--- src/rtl/external_io_host_if.sv ---
// rtl/external_io_host_if.sv - command/response bundle between the front end and external_io_host
interface external_io_host_if #(
    parameter int JOB_CONFIG_WIDTH    = 1,
    parameter int DEVICE_CONFIG_WIDTH = 1,
    parameter int RESULT_DATA_WIDTH   = 1
);
    localparam int RX_W = (DEVICE_CONFIG_WIDTH > RESULT_DATA_WIDTH) ? DEVICE_CONFIG_WIDTH
                                                                    : RESULT_DATA_WIDTH;

    logic                           start;
    logic [1:0]                     op;
    logic [JOB_CONFIG_WIDTH-1:0]    job_config;
    logic [DEVICE_CONFIG_WIDTH-1:0] device_config;
    logic [RX_W-1:0]                rx_data;
    logic                           busy;
    logic                           done;

    modport master (
        output start, op, job_config, device_config,
        input  rx_data, busy, done
    );

    modport slave (
        input  start, op, job_config, device_config,
        output rx_data, busy, done
    );
endinterface

--- src/rtl/external_io_host.sv ---
// rtl/external_io_host.sv - two-channel SPI initiator that configures, runs and reads back a shapool device
// Optional automatic result read after RUN: EXTERNAL_IO_HOST_AUTOREAD_EN
module external_io_host #(
    parameter int JOB_CONFIG_WIDTH    = 1,
    parameter int DEVICE_CONFIG_WIDTH = 1,
    parameter int RESULT_DATA_WIDTH   = 1,
    parameter int SCK_HALF            = 4
) (
    input  logic              clk,
    input  logic              reset_n,
    external_io_host_if.slave cmd,
    output logic              dev_reset_n,
    output logic              sck0,
    output logic              sdi0,
    output logic              cs0_n,
    output logic              sck1,
    output logic              sdi1,
    output logic              cs1_n,
    input  logic              sdo1,
    input  logic              ready
);
    localparam int RX_W  = (DEVICE_CONFIG_WIDTH > RESULT_DATA_WIDTH) ? DEVICE_CONFIG_WIDTH
                                                                     : RESULT_DATA_WIDTH;
    localparam int TX_W  = (JOB_CONFIG_WIDTH > DEVICE_CONFIG_WIDTH) ? JOB_CONFIG_WIDTH
                                                                    : DEVICE_CONFIG_WIDTH;
    localparam int MAX_W = (TX_W > RESULT_DATA_WIDTH) ? TX_W : RESULT_DATA_WIDTH;
    localparam int BIT_W = $clog2(MAX_W + 1);
    localparam int PH_W  = $clog2(SCK_HALF + 1);

    localparam logic [1:0] OP_LOAD_JOB    = 2'b00;
    localparam logic [1:0] OP_LOAD_DEVICE = 2'b01;
    localparam logic [1:0] OP_READ_RESULT = 2'b10;
    localparam logic [1:0] OP_RUN         = 2'b11;

    typedef enum logic [2:0] {
        IDLE, SHIFT_LOW, SHIFT_HIGH, HOLD, FINISH, WAIT_READY
    } state_t;

    state_t            state, state_n;
    logic [1:0]        cmd_op;
    logic [TX_W-1:0]   tx_shift;
    logic [RX_W-1:0]   rx_shift;
    logic [RX_W-1:0]   rx_data_q;
    logic [BIT_W-1:0]  bit_cnt;
    logic [BIT_W-1:0]  last_bit;
    logic [PH_W-1:0]   phase;
    logic              dev_reset_q;
    logic              ready_go;

    wire phase_last = (phase == PH_W'(SCK_HALF - 1));
    wire bit_last   = (bit_cnt == last_bit);
    wire shifting   = (state == SHIFT_LOW) || (state == SHIFT_HIGH);
    wire in_xfer    = shifting || (state == HOLD);
    wire on_ch1     = (cmd_op == OP_LOAD_DEVICE) || (cmd_op == OP_READ_RESULT);

`ifdef EXTERNAL_IO_HOST_AUTOREAD_EN
    logic [1:0] ready_sync;
    always_ff @(posedge clk or negedge reset_n) begin
        if (!reset_n) ready_sync <= 2'b00;
        else          ready_sync <= {ready_sync[0], ready};
    end
    assign ready_go = ready_sync[1];
    localparam state_t RUN_NEXT = WAIT_READY;
`else
    logic unused_ready;
    assign unused_ready = ready;
    assign ready_go     = 1'b0;
    localparam state_t RUN_NEXT = FINISH;
`endif

    always_comb begin
        last_bit = BIT_W'(RESULT_DATA_WIDTH - 1);
        case (cmd_op)
            OP_LOAD_JOB:    last_bit = BIT_W'(JOB_CONFIG_WIDTH - 1);
            OP_LOAD_DEVICE: last_bit = BIT_W'(DEVICE_CONFIG_WIDTH - 1);
            default:        last_bit = BIT_W'(RESULT_DATA_WIDTH - 1);
        endcase
    end

    always_comb begin
        state_n = state;
        case (state)
            IDLE:       if (cmd.start) state_n = (cmd.op == OP_RUN) ? RUN_NEXT : SHIFT_LOW;
            SHIFT_LOW:  if (phase_last) state_n = SHIFT_HIGH;
            SHIFT_HIGH: if (phase_last) state_n = bit_last ? HOLD : SHIFT_LOW;
            HOLD:       if (phase_last) state_n = FINISH;
            FINISH:     state_n = IDLE;
            WAIT_READY: if (ready_go) state_n = SHIFT_LOW;
            default:    state_n = IDLE;
        endcase
    end

    always_ff @(posedge clk or negedge reset_n) begin
        if (!reset_n) begin
            state       <= IDLE;
            cmd_op      <= OP_LOAD_JOB;
            tx_shift    <= '0;
            rx_shift    <= '0;
            rx_data_q   <= '0;
            bit_cnt     <= '0;
            phase       <= '0;
            dev_reset_q <= 1'b0;
        end else begin
            state <= state_n;
            // Phase restarts on every state change so each half-period is exactly SCK_HALF long
            if (state_n != state || !in_xfer) phase <= '0;
            else                              phase <= phase + 1'b1;

            if (state == IDLE && cmd.start) begin
                cmd_op   <= cmd.op;
                bit_cnt  <= '0;
                rx_shift <= '0;
                tx_shift <= '0;
                case (cmd.op)
                    OP_LOAD_JOB: begin
                        tx_shift    <= TX_W'(cmd.job_config) << (TX_W - JOB_CONFIG_WIDTH);
                        dev_reset_q <= 1'b0;
                    end
                    OP_LOAD_DEVICE: begin
                        tx_shift    <= TX_W'(cmd.device_config) << (TX_W - DEVICE_CONFIG_WIDTH);
                        dev_reset_q <= 1'b0;
                    end
                    OP_RUN:  dev_reset_q <= 1'b1;
                    default: ;
                endcase
            end
            if (state == WAIT_READY && ready_go) begin
                cmd_op   <= OP_READ_RESULT;
                bit_cnt  <= '0;
                rx_shift <= '0;
                tx_shift <= '0;
            end
            if (state == SHIFT_LOW && phase_last)
                rx_shift <= (rx_shift << 1) | RX_W'(sdo1);
            if (state == SHIFT_HIGH && phase_last && !bit_last) begin
                bit_cnt  <= bit_cnt + 1'b1;
                tx_shift <= tx_shift << 1;
            end
            if (state == HOLD && phase_last && cmd_op != OP_LOAD_JOB)
                rx_data_q <= rx_shift;
        end
    end

    assign sck0  = (state == SHIFT_HIGH) && !on_ch1;
    assign sck1  = (state == SHIFT_HIGH) && on_ch1;
    assign sdi0  = shifting && !on_ch1 && tx_shift[TX_W-1];
    assign sdi1  = shifting && on_ch1 && tx_shift[TX_W-1];
    assign cs0_n = !(in_xfer && !on_ch1);
    assign cs1_n = !(in_xfer && on_ch1);

    assign dev_reset_n = dev_reset_q;
    assign cmd.rx_data = rx_data_q;
    assign cmd.busy    = in_xfer || (state == WAIT_READY);
    assign cmd.done    = (state == FINISH);
endmodule

--- src/flat_wrapper.sv ---
// flat-port wrapper written by rule: the top's interface ports become plain ports
module external_io_host_flat 
#(
    parameter int JOB_CONFIG_WIDTH    = 1,
    parameter int DEVICE_CONFIG_WIDTH = 1,
    parameter int RESULT_DATA_WIDTH   = 1,
    parameter int SCK_HALF            = 4
)
  (clk, reset_n, dev_reset_n, sck0, sdi0, cs0_n, sck1, sdi1, cs1_n, sdo1, ready, cmd_start, cmd_op, cmd_job_config, cmd_device_config, cmd_rx_data, cmd_busy, cmd_done);
  external_io_host_if #(.JOB_CONFIG_WIDTH(JOB_CONFIG_WIDTH), .DEVICE_CONFIG_WIDTH(DEVICE_CONFIG_WIDTH), .RESULT_DATA_WIDTH(RESULT_DATA_WIDTH)) cmd_i ();
  input  logic clk;
  input  logic reset_n;
  output logic dev_reset_n;
  output logic sck0;
  output logic sdi0;
  output logic cs0_n;
  output logic sck1;
  output logic sdi1;
  output logic cs1_n;
  input  logic sdo1;
  input  logic ready;
  input wire logic [$bits(cmd_i.start)-1:0] cmd_start;
  input wire logic [$bits(cmd_i.op)-1:0] cmd_op;
  input wire logic [$bits(cmd_i.job_config)-1:0] cmd_job_config;
  input wire logic [$bits(cmd_i.device_config)-1:0] cmd_device_config;
  output wire logic [$bits(cmd_i.rx_data)-1:0] cmd_rx_data;
  output wire logic [$bits(cmd_i.busy)-1:0] cmd_busy;
  output wire logic [$bits(cmd_i.done)-1:0] cmd_done;
  assign cmd_i.start = cmd_start;
  assign cmd_i.op = cmd_op;
  assign cmd_i.job_config = cmd_job_config;
  assign cmd_i.device_config = cmd_device_config;
  assign cmd_rx_data = cmd_i.rx_data;
  assign cmd_busy = cmd_i.busy;
  assign cmd_done = cmd_i.done;
  external_io_host #(.JOB_CONFIG_WIDTH(JOB_CONFIG_WIDTH), .DEVICE_CONFIG_WIDTH(DEVICE_CONFIG_WIDTH), .RESULT_DATA_WIDTH(RESULT_DATA_WIDTH), .SCK_HALF(SCK_HALF)) u_core (.clk(clk), .reset_n(reset_n), .cmd(cmd_i), .dev_reset_n(dev_reset_n), .sck0(sck0), .sdi0(sdi0), .cs0_n(cs0_n), .sck1(sck1), .sdi1(sdi1), .cs1_n(cs1_n), .sdo1(sdo1), .ready(ready));
endmodule
--- config.mk ---
export PLATFORM = sky130hd
export DESIGN_NAME = external_io_host_flat
export DESIGN_NICKNAME = d
export VERILOG_FILES = /design/src/rtl/external_io_host_if.sv /design/src/rtl/external_io_host.sv /design/src/flat_wrapper.sv
export SDC_FILE = /design/constraint.sdc
export NUM_CORES = 1
export LEC_CHECK = 0
export BUFFER_PORTS_ARGS = -buffer_cell sky130_fd_sc_hd__buf_2
export CORE_AREA = 2 2 44 46
export DETAILED_ROUTE_END_ITERATION = 16
export DIE_AREA = 0 0 46 48
export PLACE_DENSITY = 0.69
export REMOVE_ABC_BUFFERS = 1
export SETUP_SLACK_MARGIN = 0.4
export SLEW_MARGIN = 0
export SYNTH_ARGS = -nofsm -noshare
export SYNTH_HDL_FRONTEND = slang
export SYNTH_SLANG_ARGS = --single-unit
--- constraint.sdc ---
create_clock -name clk -period 1.3 [get_ports clk]
set_input_delay 0.065 -clock clk [delete_from_list [all_inputs] [get_ports clk]]
set_output_delay 0.065 -clock clk [all_outputs]
set_load 0.03 [all_outputs]
# Yosys cells after proc, flatten, opt, wreduce, memory -nomap -nowiden
# Cells that the tools add are included.
# totals
ff_bits	13
elab_cells	67
# classes
add_sub_neg	2
eq_ne	11
mux	15
n_reduce_logical	31
# ops
op	n
3-bit two-way mux	6
3-bit case mux with 5 select lines	1
1-bit logical AND	14
3-bit by 2-bit equality test with 1-bit output, second input constant	3
2-bit nonzero test	4
3-bit equality test, second input constant	2
1-bit logical OR	5
1-bit two-way mux	5
2-bit by 1-bit equality test with 1-bit output, second input constant	2
2-bit equality test, second input constant	2
1-bit logical NOT	4
1-bit case mux with 2 select lines	2
3-bit by 1-bit adder with 3-bit output, second input constant	1
3-bit by 1-bit equality test with 1-bit output, second input constant	1
3-bit logical NOT	1
3-bit inequality test	1
2-bit logical NOT	1
2-bit two-way mux	1
2-bit AND reduction	1
2-bit OR reduction	1
1-bit adder, second input constant	1

# Longest topological paths before layout
# depth
ltp_word	7
depth_mapped	5
depth_no_buf	5

# Worst setup path after synthesis
# No wires, ideal clock.
# synth_timing
path_type	reg-to-output
start	register u_core.state[1]
end	output port sdi0
arrival_time_ps	1488
required_ps	1235
setup_slack_ps	-253
stages_incl_launch_ff	5
cell_sequence	dfrtp_1 buf_2 and2b_1 o21ai_0 nor3_1
# synth_via
elab_chain_len	4
# synth_rtl
element	line	text
from (decl)	external_io_host.sv:39	state_t state, state_n;
from (signal assigned)	external_io_host.sv:104	state <= state_n;
3-bit by 1-bit equality test with 1-bit output or 3-bit by 2-bit equality test with 1-bit output (tied branches)	external_io_host.sv:52	wire shifting = (state == SHIFT_LOW) || (state == SHIFT_HIGH);
1-bit logical OR *	external_io_host.sv:52	
1-bit logical AND * (2 in series)	external_io_host.sv:146	assign sdi0 = shifting && !on_ch1 && tx_shift[TX_W-1];
to (decl)	flat_wrapper.sv:15	output logic sdi0;
# Every way passes the cells marked *; elsewhere a longest branch is shown, timed or not.

# Final worst setup path
# layout_timing
start	register u_core.cmd_op[0]
end	output port cs0_n
# layout_via
elab_chain_len	5
# layout_rtl
element	line	text
from (decl)	external_io_host.sv:40	logic [1:0] cmd_op;
from (signal assigned)	external_io_host.sv:110	cmd_op <= cmd.op;
2-bit by 1-bit equality test with 1-bit output or 2-bit equality test (tied branches)	external_io_host.sv:54	wire on_ch1 = (cmd_op == OP_LOAD_DEVICE) || (cmd_op == OP_READ_RESULT);
1-bit logical OR *	external_io_host.sv:54	
1-bit logical NOT *	external_io_host.sv:148	assign cs0_n = !(in_xfer && !on_ch1);
1-bit logical AND *	external_io_host.sv:148	
1-bit logical NOT *	external_io_host.sv:148	
to (decl)	flat_wrapper.sv:16	output logic cs0_n;
# Marked as above.

==> metrics.csv <==
metric,value,unit
Routed WL per cell,17.2,microns
share of layout cells above drive strength 1,0.702,
Final Util,0.815,
first-pass GRT wire length,3300,microns
ANT cells,0,
"Primary FF master, synth",dfrtp_1,
Worst R2R Setup Slack,-0.12,ns
cell breakdown of the critical path,"inv_2, ha_4, or3_1, buf_6",
Die Wd,46,microns
core area,1690,sq um
RSZ-0062 raised after global routing,yes,
die area,2210,sq um
routed vias/inst,5.43,
syn_area_per_cell,9.86,sq um
sequential share of power,0.548,
Nets,135,
Clock Skew,0.00351,ns
RePlAce Congestion,0.756,
Tmin final,1.54,ns
crit-path max FO,4,
IO Port Bufs,17,
Clock power frac,0.357,
Routed Wire Length,2370,microns
gr usage total,0.224,
initial DRC count,6,
Total Power,0.000753,W
synthesis warning total,0,
CTS Sinks,13,
CTS Buf Count,3,
Crit path max-delay family,flip-flops,
"Async S/R FF share, synth",1.00,
Top Ports,19,
GRT overflow,0,
Antenna Nets Post-Route,0,
Mapped Cells,75,
Worst Tran Pin Value,0.321,ns
failing checks,"hold timing, setup timing",
Remaining DRCs,0,
initial antenna violation count,0,
Slowest cell on crit path,dfrtp_1,
Hold WS,-0.00744,ns
P per Cell Area,547,nW/um^2
TritonCTS clock tree,done,
worst IR drop on VDD,0.708,mV
period utilization,1.18,
Rows,15,
leakage power,0.622,nW
Clock transition at path regs,0.08,ns
outcome,"complete, but fails checks",
Sw Share,0.260,
Detailed Routing Iterations Pass 1,4,
pin count of the biggest net entering global routing,14,
Die H,48,microns
Final Max Slew Viols,0,
mapped cell area,739,sq um
final setup fails,12,
clock latency on the worst-skew pair,0.29,ns
sequential share of the synthesized area,0.440,
detailed-route via count,750,
WP buf/inv,2,
max_cap viols,0,
CTS Buffer Depth,2,
H-tree depth,1,
Comb pwr share,0.096,
Net Sw Power,0.000196,W
Internal,0.000557,W
dpl hpwl,1240,microns
Setup WS pre-CTS,-0.141,ns
Crit Path Class,reg -> out,
synthesized flop and latch total,13,
Netlist cell types,30,
CP max stage delay,0.39,ns
HP Class,in -> reg,
Critical Path RT,1.24,ns
Worst slew margin,0.786,
root buffer cell,clkbuf_4,
vias in the first global route,711,
Setup crit end kind,output pin,
area grow syn2layout,86.1,%
Worst setup SP type,flip-flop,
Initial Utilization,0.438,
"Arr. time, crit path",1.47,ns
Peak Freq,650,MHz
setup ws final,-0.239,ns
Final Hold Fails,1,
"EDFF count, synth",0,
==> placed cells by master, fill, tap and decap left out, types with 2 or more instances in the layout <==
master    instances
buf_6            26
buf_4            11
dfrtp_1          10
buf_2             7
nor2_1            5
ha_4              4
nor2_4            3
a21oi_2           3
o21ai_1           3
inv_1             3
o21ai_2           3
nand2_2           3
clkbuf_4          3
dfrtp_2           3
nand2b_4          2
a21boi_4          2
inv_2             2
nor3_1            2
and4bb_2          2
==> path summary, 6_finish.rpt <==
path	startpoint	depth (start not counted)	endpoint
max	u_core.cmd_op[0]	4	cs0_n
min	sdo1	2	u_core.rx_shift
max reg2reg	u_core.phase[0]	5	u_core.cmd.rx_data
min reg2reg	u_core.phase[0]	1	u_core.phase[0]
max in group asynchronous	reset_n	2	u_core.state[2]
min in group asynchronous	reset_n	2	u_core.phase[2]
==> power groups by stage <==
stage | clock [W] | combinational (W) | sequential, W
finish | 0.000269 | 0.0000721 | 0.000412
global route | 0.000276 | 0.0000788 | 0.000413
CTS | 0.000259 | 0.0000599 | 0.000412
detailed placement | 0 | 0.0000456 | 0.000419
global placement | 0 | 0.0000450 | 0.000419
floorplan | 0 | 0.0000155 | 0.000422
==> Yosys cell counts, types with 2 or more instances <==
cell type | count | share of area
a21boi_0 | 2 | 0.020
ha_1 | 4 | 0.068
nor2_1 | 9 | 0.046
o21ai_0 | 5 | 0.034
nor3b_1 | 2 | 0.020
a21oi_1 | 4 | 0.027
buf_2 | 2 | 0.014
inv_1 | 5 | 0.025
nand2_1 | 4 | 0.020
nand2b_1 | 3 | 0.025
dfrtp_1 | 13 | 0.44
and2b_1 | 2 | 0.020
and4bb_2 | 2 | 0.034
nor3_1 | 2 | 0.014
==> repair_timing <==
action	CTS	global route
cloned	0	0
buffers inserted	8	7
setup endpoints to repair	23	23
pin swaps	18	14
hold buffers	1	0
hold endpoints to repair	13	0
gates resized for setup	58	28
==> through the flow <==
step	hold slack [ns]	setup TNS, ns	std cells	area [sq um]
2_1_floorplan	-0.231	-0.480	72	722
3_3_place_gp	-0.0328	-0.255	118	918
3_5_place_dp	-0.0250	-0.749	118	918
4_1_cts	0.00259	-1.04	131	1210
5_1_grt	0.00550	-1.86	138	1380
6_report	-0.00744	-1.21	138	1380
==> layer usage <==
layer	up-vias	GRT usage	wire [microns]
met1	368	0.242	946
li1	356	-	-
met5	-	0	0
met2	20	0.425	1300
met3	6	0.0340	68
met4	0	0.103	55
==> registers in the layout, summed over array words and instances (netlist names) <==
| name | cells |
|---|---|
| u_core.state | 3 |
| u_core.phase | 3 |
| u_core.cmd.rx_data | 1 |
| u_core.bit_cnt | 1 |
| u_core.cmd_op | 2 |
| u_core.dev_reset_n | 1 |
| u_core.rx_shift | 1 |
| u_core.tx_shift | 1 |
==> cell type report <==
type	instances	area, sq um
Clock buffer	3	22.5
Clock inverter	1	5.00
Fill cell	98	313
Inverter	5	18.8
Multi-Input combinational cell	54	559
Sequential cell	13	329
Tap cell	17	21.3
Timing Repair Buffer	45	420
==> kinds of logic after synthesis <==
| kind of cell | count (synthesis) | synth area share |
|---|---|---|
| buffers and inverters | 8 | 0.0491 |
| DFF | 13 | 0.440 |
| adders and majority gates | 4 | 0.0677 |
| AOI/OAI and AO/OA | 19 | 0.166 |
| muxes | 2 | 0.0288 |
| and+or+nand+nor | 29 | 0.249 |
Note: power is estimated with default switching activity, not from simulation.
